--- config.mk ---
export PLATFORM = sky130hd
export DESIGN_NAME = nrisc_multiciclo
export DESIGN_NICKNAME = d
export VERILOG_FILES = /design/src/rtl/nrisc_pkg.sv /design/src/rtl/banco_registradores_p.sv /design/src/rtl/nrisc_multiciclo.sv
export SDC_FILE = /design/constraint.sdc
export NUM_CORES = 1
export LEC_CHECK = 0
export CORE_UTILIZATION = 50
export CTS_CLUSTER_DIAMETER = 60
export DETAILED_ROUTE_END_ITERATION = 7
export GPL_TIMING_DRIVEN = 0
export PLACE_DENSITY = 0.86
export SYNTH_ARGS = -nofsm -noshare
export SYNTH_HDL_FRONTEND = slang
export SYNTH_HIERARCHICAL = 1
export SYNTH_SLANG_ARGS = --single-unit
--- constraint.sdc ---
create_clock -name Clock -period 3.5 [get_ports Clock]
set_clock_uncertainty 0.05 [all_clocks]
set_input_delay 0.35 -clock Clock [delete_from_list [all_inputs] [get_ports Clock]]
set_output_delay 0.35 -clock Clock [all_outputs]
set_load 0.005 [all_outputs]
--- src/rtl/nrisc_pkg.sv ---
// nrisc_pkg: shared opcodes, FSM state encoding and default widths
package nrisc_pkg;
  localparam int DATA_W_DEF = 8;
  localparam int ADDR_W_DEF = 8;
  localparam int NREGS = 8;
  typedef enum logic [1:0] {FETCH = 2'd0, EXEC = 2'd1, MEM = 2'd2} state_t;
  typedef enum logic [1:0] {OP_ADD = 2'b00, OP_SUB = 2'b01, OP_LDST = 2'b10, OP_BZ = 2'b11} op_t;
endpackage

--- src/rtl/banco_registradores_p.sv ---
// banco_registradores_p: eight-entry register file, two async reads, one sync write
module banco_registradores_p
  import nrisc_pkg::*;
#(
  parameter int DATA_W = DATA_W_DEF
) (
  input  logic              i_clk,
  input  logic              i_rst_n,
  input  logic              i_we,
  input  logic [2:0]        i_wa,
  input  logic [DATA_W-1:0] i_wd,
  input  logic [2:0]        i_ra,
  input  logic [2:0]        i_rb,
  output logic [DATA_W-1:0] o_rda,
  output logic [DATA_W-1:0] o_rdb
);
  logic [DATA_W-1:0] r_regs [NREGS];
  // write port, cleared asynchronously on reset
  always_ff @(posedge i_clk or negedge i_rst_n)
    if (!i_rst_n) r_regs <= '{default: '0};
    else if (i_we) r_regs[i_wa] <= i_wd;
  assign o_rda = r_regs[i_ra];
  assign o_rdb = r_regs[i_rb];
endmodule

--- src/rtl/nrisc_multiciclo.sv ---
// nrisc_multiciclo: multicycle 8-bit-instruction RISC core with fetch/exec/mem FSM
module nrisc_multiciclo
  import nrisc_pkg::*;
#(
  parameter int DATA_W = DATA_W_DEF,
  parameter int ADDR_W = ADDR_W_DEF
) (
  input  logic              Clock,
  input  logic              Reset,
  output logic              InstrReq,
  output logic [ADDR_W-1:0] InstrAddr,
  input  logic              InstrValid,
  input  logic [7:0]        InstrData,
  output logic              DataReq,
  output logic              DataWe,
  output logic [ADDR_W-1:0] DataAddr,
  output logic [DATA_W-1:0] DataWdata,
  input  logic              DataReady,
  input  logic [DATA_W-1:0] DataRdata,
  output logic [ADDR_W-1:0] PCOut,
  output logic [31:0]       InstrCount
);
  state_t r_state, w_next;
  logic [7:0] r_ir;
  logic [ADDR_W-1:0] r_pc, w_pc1, w_br;
  logic r_z;
  op_t w_op;
  logic [2:0] w_a, w_b, w_ra, w_wa;
  logic [DATA_W-1:0] w_rda, w_rdb, w_alu, w_wd;
  logic w_ldst, w_alu_op, w_mem_done, w_retire, w_we;

  assign w_op = op_t'(r_ir[7:6]);
  assign w_a = r_ir[5:3];
  assign w_b = r_ir[2:0];
  assign w_ldst = w_op == OP_LDST;
  assign w_alu_op = w_op == OP_ADD || w_op == OP_SUB;
  // loads and stores only reach r0..r3 through the low two bits of a
  assign w_ra = w_ldst ? {1'b0, w_a[1:0]} : w_a;
  assign w_alu = w_op == OP_SUB ? w_rda - w_rdb : w_rda + w_rdb;
  assign w_mem_done = r_state == MEM && DataReady;
  assign w_retire = (r_state == EXEC && !w_ldst) || w_mem_done;
  assign w_we = (r_state == EXEC && w_alu_op) || (w_mem_done && !DataWe);
  assign w_wa = w_mem_done ? {1'b0, w_a[1:0]} : w_a;
  assign w_wd = w_mem_done ? DataRdata : w_alu;
  assign w_pc1 = r_pc + ADDR_W'(1);
  assign w_br = w_pc1 + ADDR_W'($signed(r_ir[5:0]));
  assign InstrAddr = r_pc;
  assign PCOut = r_pc;

  banco_registradores_p #(.DATA_W(DATA_W)) u_regs (
    .i_clk(Clock), .i_rst_n(Reset), .i_we(w_we), .i_wa(w_wa), .i_wd(w_wd),
    .i_ra(w_ra), .i_rb(w_b), .o_rda(w_rda), .o_rdb(w_rdb)
  );

  // FSM state register
  always_ff @(posedge Clock or negedge Reset)
    if (!Reset) r_state <= FETCH;
    else r_state <= w_next;

  // next state: wait on the fetch/data handshakes, memory ops take the MEM detour
  always_comb begin
    w_next = r_state == FETCH ? (InstrValid ? EXEC : FETCH) :
             r_state == EXEC  ? (w_ldst ? MEM : FETCH) :
             r_state == MEM   ? (DataReady ? FETCH : MEM) : FETCH;
  end

  // request strobes; fetch request is masked while reset is held
  always_comb begin
    InstrReq = Reset && r_state == FETCH;
    DataReq = r_state == MEM;
  end

  // datapath registers: IR, PC, Z flag, data-port latches and retire counter
  always_ff @(posedge Clock or negedge Reset)
    if (!Reset) begin
      r_ir <= '0;
      r_pc <= '0;
      r_z <= 1'b0;
      DataWe <= 1'b0;
      DataAddr <= '0;
      DataWdata <= '0;
      InstrCount <= '0;
    end else begin
      if (r_state == FETCH && InstrValid) r_ir <= InstrData;
      if (r_state == EXEC) begin
        if (w_ldst) begin
          DataWe <= w_a[2];
          DataAddr <= ADDR_W'(w_rdb);
          DataWdata <= w_rda;
        end else if (w_op == OP_BZ) r_pc <= r_z ? w_br : w_pc1;
        else begin
          r_pc <= w_pc1;
          r_z <= w_alu == '0;
        end
      end
      if (w_mem_done) r_pc <= w_pc1;
      if (w_retire) InstrCount <= InstrCount + 32'd1;
    end
endmodule

# --- Word-level counts from Yosys, hierarchy flattened ---
# Cells that the tools add are included.
classes:
  n_reduce_logical: 19
  n_lt_le_gt_ge: 4
  add_sub_neg: 5
  muxes: 24
  n_bitwise: 5
  n_eq_ne: 6
ops:
  columns: ["op", "count"]
  rows:
  - ["8-bit 2-to-1 mux", 12]
  - ["64-bit bitwise mux", 1]
  - ["8-bit binary-select mux with 3-bit select", 2]
  - ["32-bit by 1-bit adder with 32-bit output, second input constant", 1]
  - ["8-bit demux with 3-bit select", 1]
  - ["8-bit adder", 2]
  - ["4-bit >= comparator, second input constant", 3]
  - ["3-bit NOT with 4-bit output", 3]
  - ["2-bit 2-to-1 mux", 5]
  - ["8-bit by 1-bit adder with 8-bit output, second input constant", 1]
  - ["8-bit zero test", 1]
  - ["8-bit subtractor", 1]
  - ["1-bit logical AND", 7]
  - ["2-bit == test, second input constant", 3]
  - ["3-bit 2-to-1 mux", 2]
  - ["2-bit by 1-bit == test with 1-bit output, second input constant", 2]
  - ["2-bit zero test", 2]
  - ["4-bit by 1-bit less-than comparator with 1-bit output, second input constant", 1]
  - ["2-bit AND reduction", 2]
  - ["1-bit logical OR", 3]
  - ["3-bit AND reduction", 1]
  - ["1-bit zero test", 2]
  - ["2-bit by 1-bit inequality test with 1-bit output, second input constant", 1]
  - ["1-bit NOT", 2]
  - ["2 further kinds", 2]
word_totals:
  elab_cells: 79
  ff_bits: 132

# --- Depth between registers and ports, before layout ---
logic_depth:
  depth_word: 10
  mapped_depth: 16

# --- By module ---
# Netlist, hierarchy kept.
modules_own_cells:
  columns: ["mod", "cells_each", "instances", "area_each_um2"]
  rows:
  - ["nrisc_multiciclo", 377, 1, 3951.3]
  - ["banco_registradores_p", 201, 1, 3539.6]

# --- Worst setup path after synthesis ---
# No wires, ideal clock.
synth_path:
  path_type: "reg-to-reg"
  startpoint: "register r_ir[0]"
  endpoint: "register r_z"
  path_stages_with_launch: 15
  t_arrival_ns: 3.573
  setup_time_ns: 0.095
  n_path_buf: 2
  period_less_slack_ns: 3.718
  setup_slack_ns: -0.218
  cell_sequence: "dfrtp_1 > buf_6 > buf_12 > mux4_1 > mux2_2 > inv_1 > ha_1 > mux2i_1 > ha_1 > nor2b_1 > o31a_1 > o21ai_0 > o2111ai_1 > or4_1 > o31ai_1"
synth_via:
  elab_chain_len: 7
synth_rtl:
  columns: ["item", "line", "rtl"]
  rows:
  - ["from (decl)", "nrisc_multiciclo.sv:24", "logic [7:0] r_ir;"]
  - ["from (signal assigned)", "nrisc_multiciclo.sv:84", "if (r_state == FETCH && InstrValid) r_ir <= InstrData;"]
  - ["3-bit NOT with 4-bit output (not written as such) (*)", "banco_registradores_p.sv:23", "assign o_rdb = r_regs[i_rb];"]
  - ["8-bit binary-select mux with 3-bit select (*)", "banco_registradores_p.sv:23", null]
  - ["8-bit 2-to-1 mux (not written as such) (*) (2 in series)", "banco_registradores_p.sv:23", null]
  - ["net w_rdb[0]", "nrisc_multiciclo.sv:29", "logic [DATA_W-1:0] w_rda, w_rdb, w_alu, w_wd;"]
  - ["8-bit adder / 8-bit subtractor (equally long branches)", "nrisc_multiciclo.sv:39", "assign w_alu = w_op == OP_SUB ? w_rda - w_rdb : w_rda + w_rdb;"]
  - ["8-bit 2-to-1 mux (*)", "nrisc_multiciclo.sv:39", null]
  - ["8-bit zero test (*)", "nrisc_multiciclo.sv:93", "r_z <= w_alu == '0;"]
  - ["to (signal assigned)", "nrisc_multiciclo.sv:78", "r_z <= 1'b0;"]
  - ["to (signal assigned)", "nrisc_multiciclo.sv:93", null]
  - ["to (decl)", "nrisc_multiciclo.sv:26", "logic r_z;"]
# The timed path passes the listed nets; every way through them passes the cells marked *. The select of a mux whose other input is x is not followed.
# A chain may end at the register's enable or synchronous reset.

# --- Final worst setup path ---
layout_path:
  startpoint: "register r_ir[0]"
  endpoint: "register u_regs/r_regs[39] (netlist bit)"
layout_via:
  elab_chain_len: 8
layout_rtl:
  columns: ["item", "line", "rtl"]
  rows:
  - ["3-bit NOT with 4-bit output (not written as such) (*)", "banco_registradores_p.sv:23", null]
  - ["8-bit binary-select mux with 3-bit select (*)", "banco_registradores_p.sv:23", null]
  - ["8-bit 2-to-1 mux (not written as such) (*) (2 in series)", "banco_registradores_p.sv:23", null]
  - ["net w_rdb[3]", "nrisc_multiciclo.sv:29", null]
  - ["8-bit adder / 8-bit subtractor (equally long branches)", "nrisc_multiciclo.sv:39", null]
  - ["8-bit 2-to-1 mux (*)", "nrisc_multiciclo.sv:39", null]
  - ["8-bit 2-to-1 mux (*)", "nrisc_multiciclo.sv:44", "assign w_wd = w_mem_done ? DataRdata : w_alu;"]
  - ["net w_wd[7]", "nrisc_multiciclo.sv:29", null]
  - ["64-bit bitwise mux (*)", "banco_registradores_p.sv:21", "else if (i_we) r_regs[i_wa] <= i_wd;"]
  - ["to (signal, indexed assignment)", "banco_registradores_p.sv:21", null]
  - ["to (decl)", "banco_registradores_p.sv:17", "logic [DATA_W-1:0] r_regs [NREGS];"]
# Marks and branches as above.

==> flow_summary.ini <==
[floorplanning]
core_area_sq_mm = 0.0146
die_h_um = 124
die_w_um = 124
rows = 44
die_area_sq_mm = 0.0155
start_util = 0.513
io_pins = 87

[finish]
final_common_cell = dfrtp_1
area.growth.synth_to_final_pct = 33.0
fin_nets = 768
diodes = 0
layout-drive-gt1-share = 0.363
finalInstanceArea_sq_mm = 0.00997
final_cell_mix = 130 x dfrtp_1, 85 x clkdlybuf4s50_1, 81 x mux2_2
fillers = 887

[clock_network]
root_buffer = clkbuf_16
htreeDepth = 4
tritoncts = yes
cts_buffers = 17
cts_buffer_depth = 2
cts.sink_count = 132
insertion_delay_ns = 0.42
clkTransAtPathRegs_ns = 0.06

[global_routing]
first_global_vias = 6035
grt_pass1_wl_um = 33500
grt_start_max_net_pins = 102
antenna_found_initial = 1
grt_use_total = 0.281
grt_overflow = 0

[sta]
layout_min_cycle_time_ns = 3.94
max_freq_mhz = 254
setup_slack_ns = -0.442
final_max_slew_viol_count = 0
period_share = 1.13
rsz0062_at_grt = true
finalSetupViolCount = 41
relSlewSlack = 0.390
hold_violations = 0
worstMarginPinSlew_ns = 0.911

[setup_path]
path_common_cell = mux2_4
cpMaxStageDelayCell = mux4_2
startpoint = r_ir[0]$_DFFE_PN0P_
r2r_cells = 15
reg2reg_to = u_regs/r_regs[39]$_DFFE_PN0P_
start_kind = flop
setup.worst_path.class = reg2reg
cp.arrival_ns = 4.20
cp.depth = 15
crit_required_ns = 3.75
crit_end = u_regs/r_regs[39]$_DFFE_PN0P_
crit_buf_inv = 3
rr_startpoint = r_ir[0]$_DFFE_PN0P_
reg2reg_slack_ns = -0.44
cp-end-kind = flop
crit_family = multiplexers
path_cells = buf_6 -> buf_8 -> mux4_2 -> mux2_4 -> buf_6 -> nor4_4 -> a21oi_2 -> xnor2_1 -> ha_1 -> o21a_1 -> nor2_2 -> a21oi_2 -> xnor2_2 -> mux2_4 -> mux2_4
max_stage_delay_ns = 0.54
crit_fanout = 8

[route]
ant_nets = 0
vias = 5932
drt_iter0_drc = 552
viasPerCell = 6.41
first_pass_iters = 6
drc = 0
wire_per_inst_um = 24.0
routed_wl_um = 22200

[synthesis]
synthArstFlopShare = 1.00
synth_edf_count = 0
syn_nets = 618
avgSynthCellArea_sq_um = 13.0
yosys_warnings = 6
synth_seq_cells = 132
synth_area_sq_mm = 0.00749
synthFlopType = dfrtp_1
seq_area_frac_synth = 0.441
netlist_instances = 578
ys_types = 58

[min_path]
hold_path.class = in2async

[placement]
place_congestion = 0.882
postPlaceCellArea_sq_mm = 0.00870
place_hpwl_um = 12500
portBuffers = 86

[outcome]
violations = negative setup slack
status = complete, but fails checks

[run]
maxCapViolCount = 0
layer usage:
metal / wire, um / up-vias / track usage
met5: 11 / - / 0
met4: 1130 / 2 / 0.159
met3: 1610 / 115 / 0.0558
met2: 11400 / 353 / 0.476
met1: 8090 / 3003 / 0.335
li1: - / 2459 / -
layout make-up:
| type | count | area [sq um] | share of cell area |
|---|---|---|---|
| Timing Repair Buffer | 132 | 1260 | 0.127 |
| Buffer | 33 | 253 | 0.0254 |
| Sequential cell | 132 | 3310 | 0.332 |
| Tap cell | 184 | 230 | 0.0231 |
| Inverter | 11 | 46.3 | 0.00465 |
| Clock inverter | 15 | 206 | 0.0207 |
| Clock buffer | 17 | 425 | 0.0427 |
| Multi-Input combinational cell | 401 | 4240 | 0.425 |
synthesized netlist by cell type (4+ instances only):
library cell / n / area [sq um]
ha_1: 18 / 225
nor4_1: 4 / 25.0
o21a_1: 4 / 30.0
clkbuf_1: 10 / 37.5
nand3_1: 17 / 85.1
nor4bb_1: 4 / 40.0
o21ai_0: 7 / 35.0
nand2_1: 25 / 93.8
buf_4: 8 / 60.1
mux4_1: 29 / 762
nor2b_1: 5 / 31.3
a21oi_1: 15 / 75.1
mux2_2: 113 / 1270
xor2_1: 14 / 123
nor3_1: 12 / 60.1
nand4_1: 11 / 68.8
inv_1: 11 / 41.3
nor2_1: 26 / 97.6
buf_2: 10 / 50.1
dfrtp_1: 132 / 3300
xnor2_1: 37 / 324
how the worst min path moves through the flow:
stage	startpoint	endpoint	slack [ns]
after global routing	Reset	u_regs/r_regs[3]$_DFFE_PN0P_	0.34
after CTS	Reset	u_regs/r_regs[3]$_DFFE_PN0P_	0.32
after detailed placement	Reset	u_regs/r_regs[3]$_DFFE_PN0P_	0.21
after global placement	InstrCount[31]$_DFFE_PN0P_	InstrCount[31]$_DFFE_PN0P_	0.41
after floorplan	Reset	DataAddr[0]$_DFFE_PN0P_	0.004
final	Reset	u_regs/r_regs[3]$_DFFE_PN0P_	0.33
through the flow:
stage / util / TNS (ns) / cells / worst slack (ns) / hold WS (ns)
floorplan: - / -1.85 / 578 / -0.109 / 0.00441
global placement: 0.595 / -392.31 / 848 / -2.81 / 0.415
detailed placement: 0.597 / -23.73 / 849 / -0.711 / 0.209
CTS: 0.670 / -4.92 / 910 / -0.250 / 0.323
global route: 0.683 / -16.27 / 925 / -0.481 / 0.345
finish: 0.683 / -13.99 / 925 / -0.442 / 0.330
registers in the layout (all words and copies together) (netlist names):
| name | count |
|---|---|
| DataWdata | 8 |
| r_z | 1 |
| InstrAddr | 8 |
| InstrCount | 32 |
| r_state | 2 |
| DataAddr | 8 |
| r_ir | 8 |
| DataWe | 1 |
| u_regs/r_regs | 64 |
kinds of logic after synthesis:
| family | share of synthesized area |
|---|---|
| multiplexers | 0.285 |
| AND/OR/NAND/NOR | 0.108 |
| flip-flops | 0.441 |
| XOR/XNOR | 0.0596 |
| buffers and inverters | 0.0346 |
| AO/OA/AOI/OAI | 0.0372 |
| adder cells (fa/ha/maj) | 0.0354 |
timing repair:
action                                  CTS  global route
setup buffers                            28            16
pin swaps                                22            22
cloned                                    1             0
endpoints found under the setup margin   57            50
hold buffers                              1             0
endpoints found under the hold margin    31             0
resized for setup                        47            23
Power is left out: the tool's default activity adds up to more than one toggle a clock period on the data nets, which glitch-free logic cannot reach.
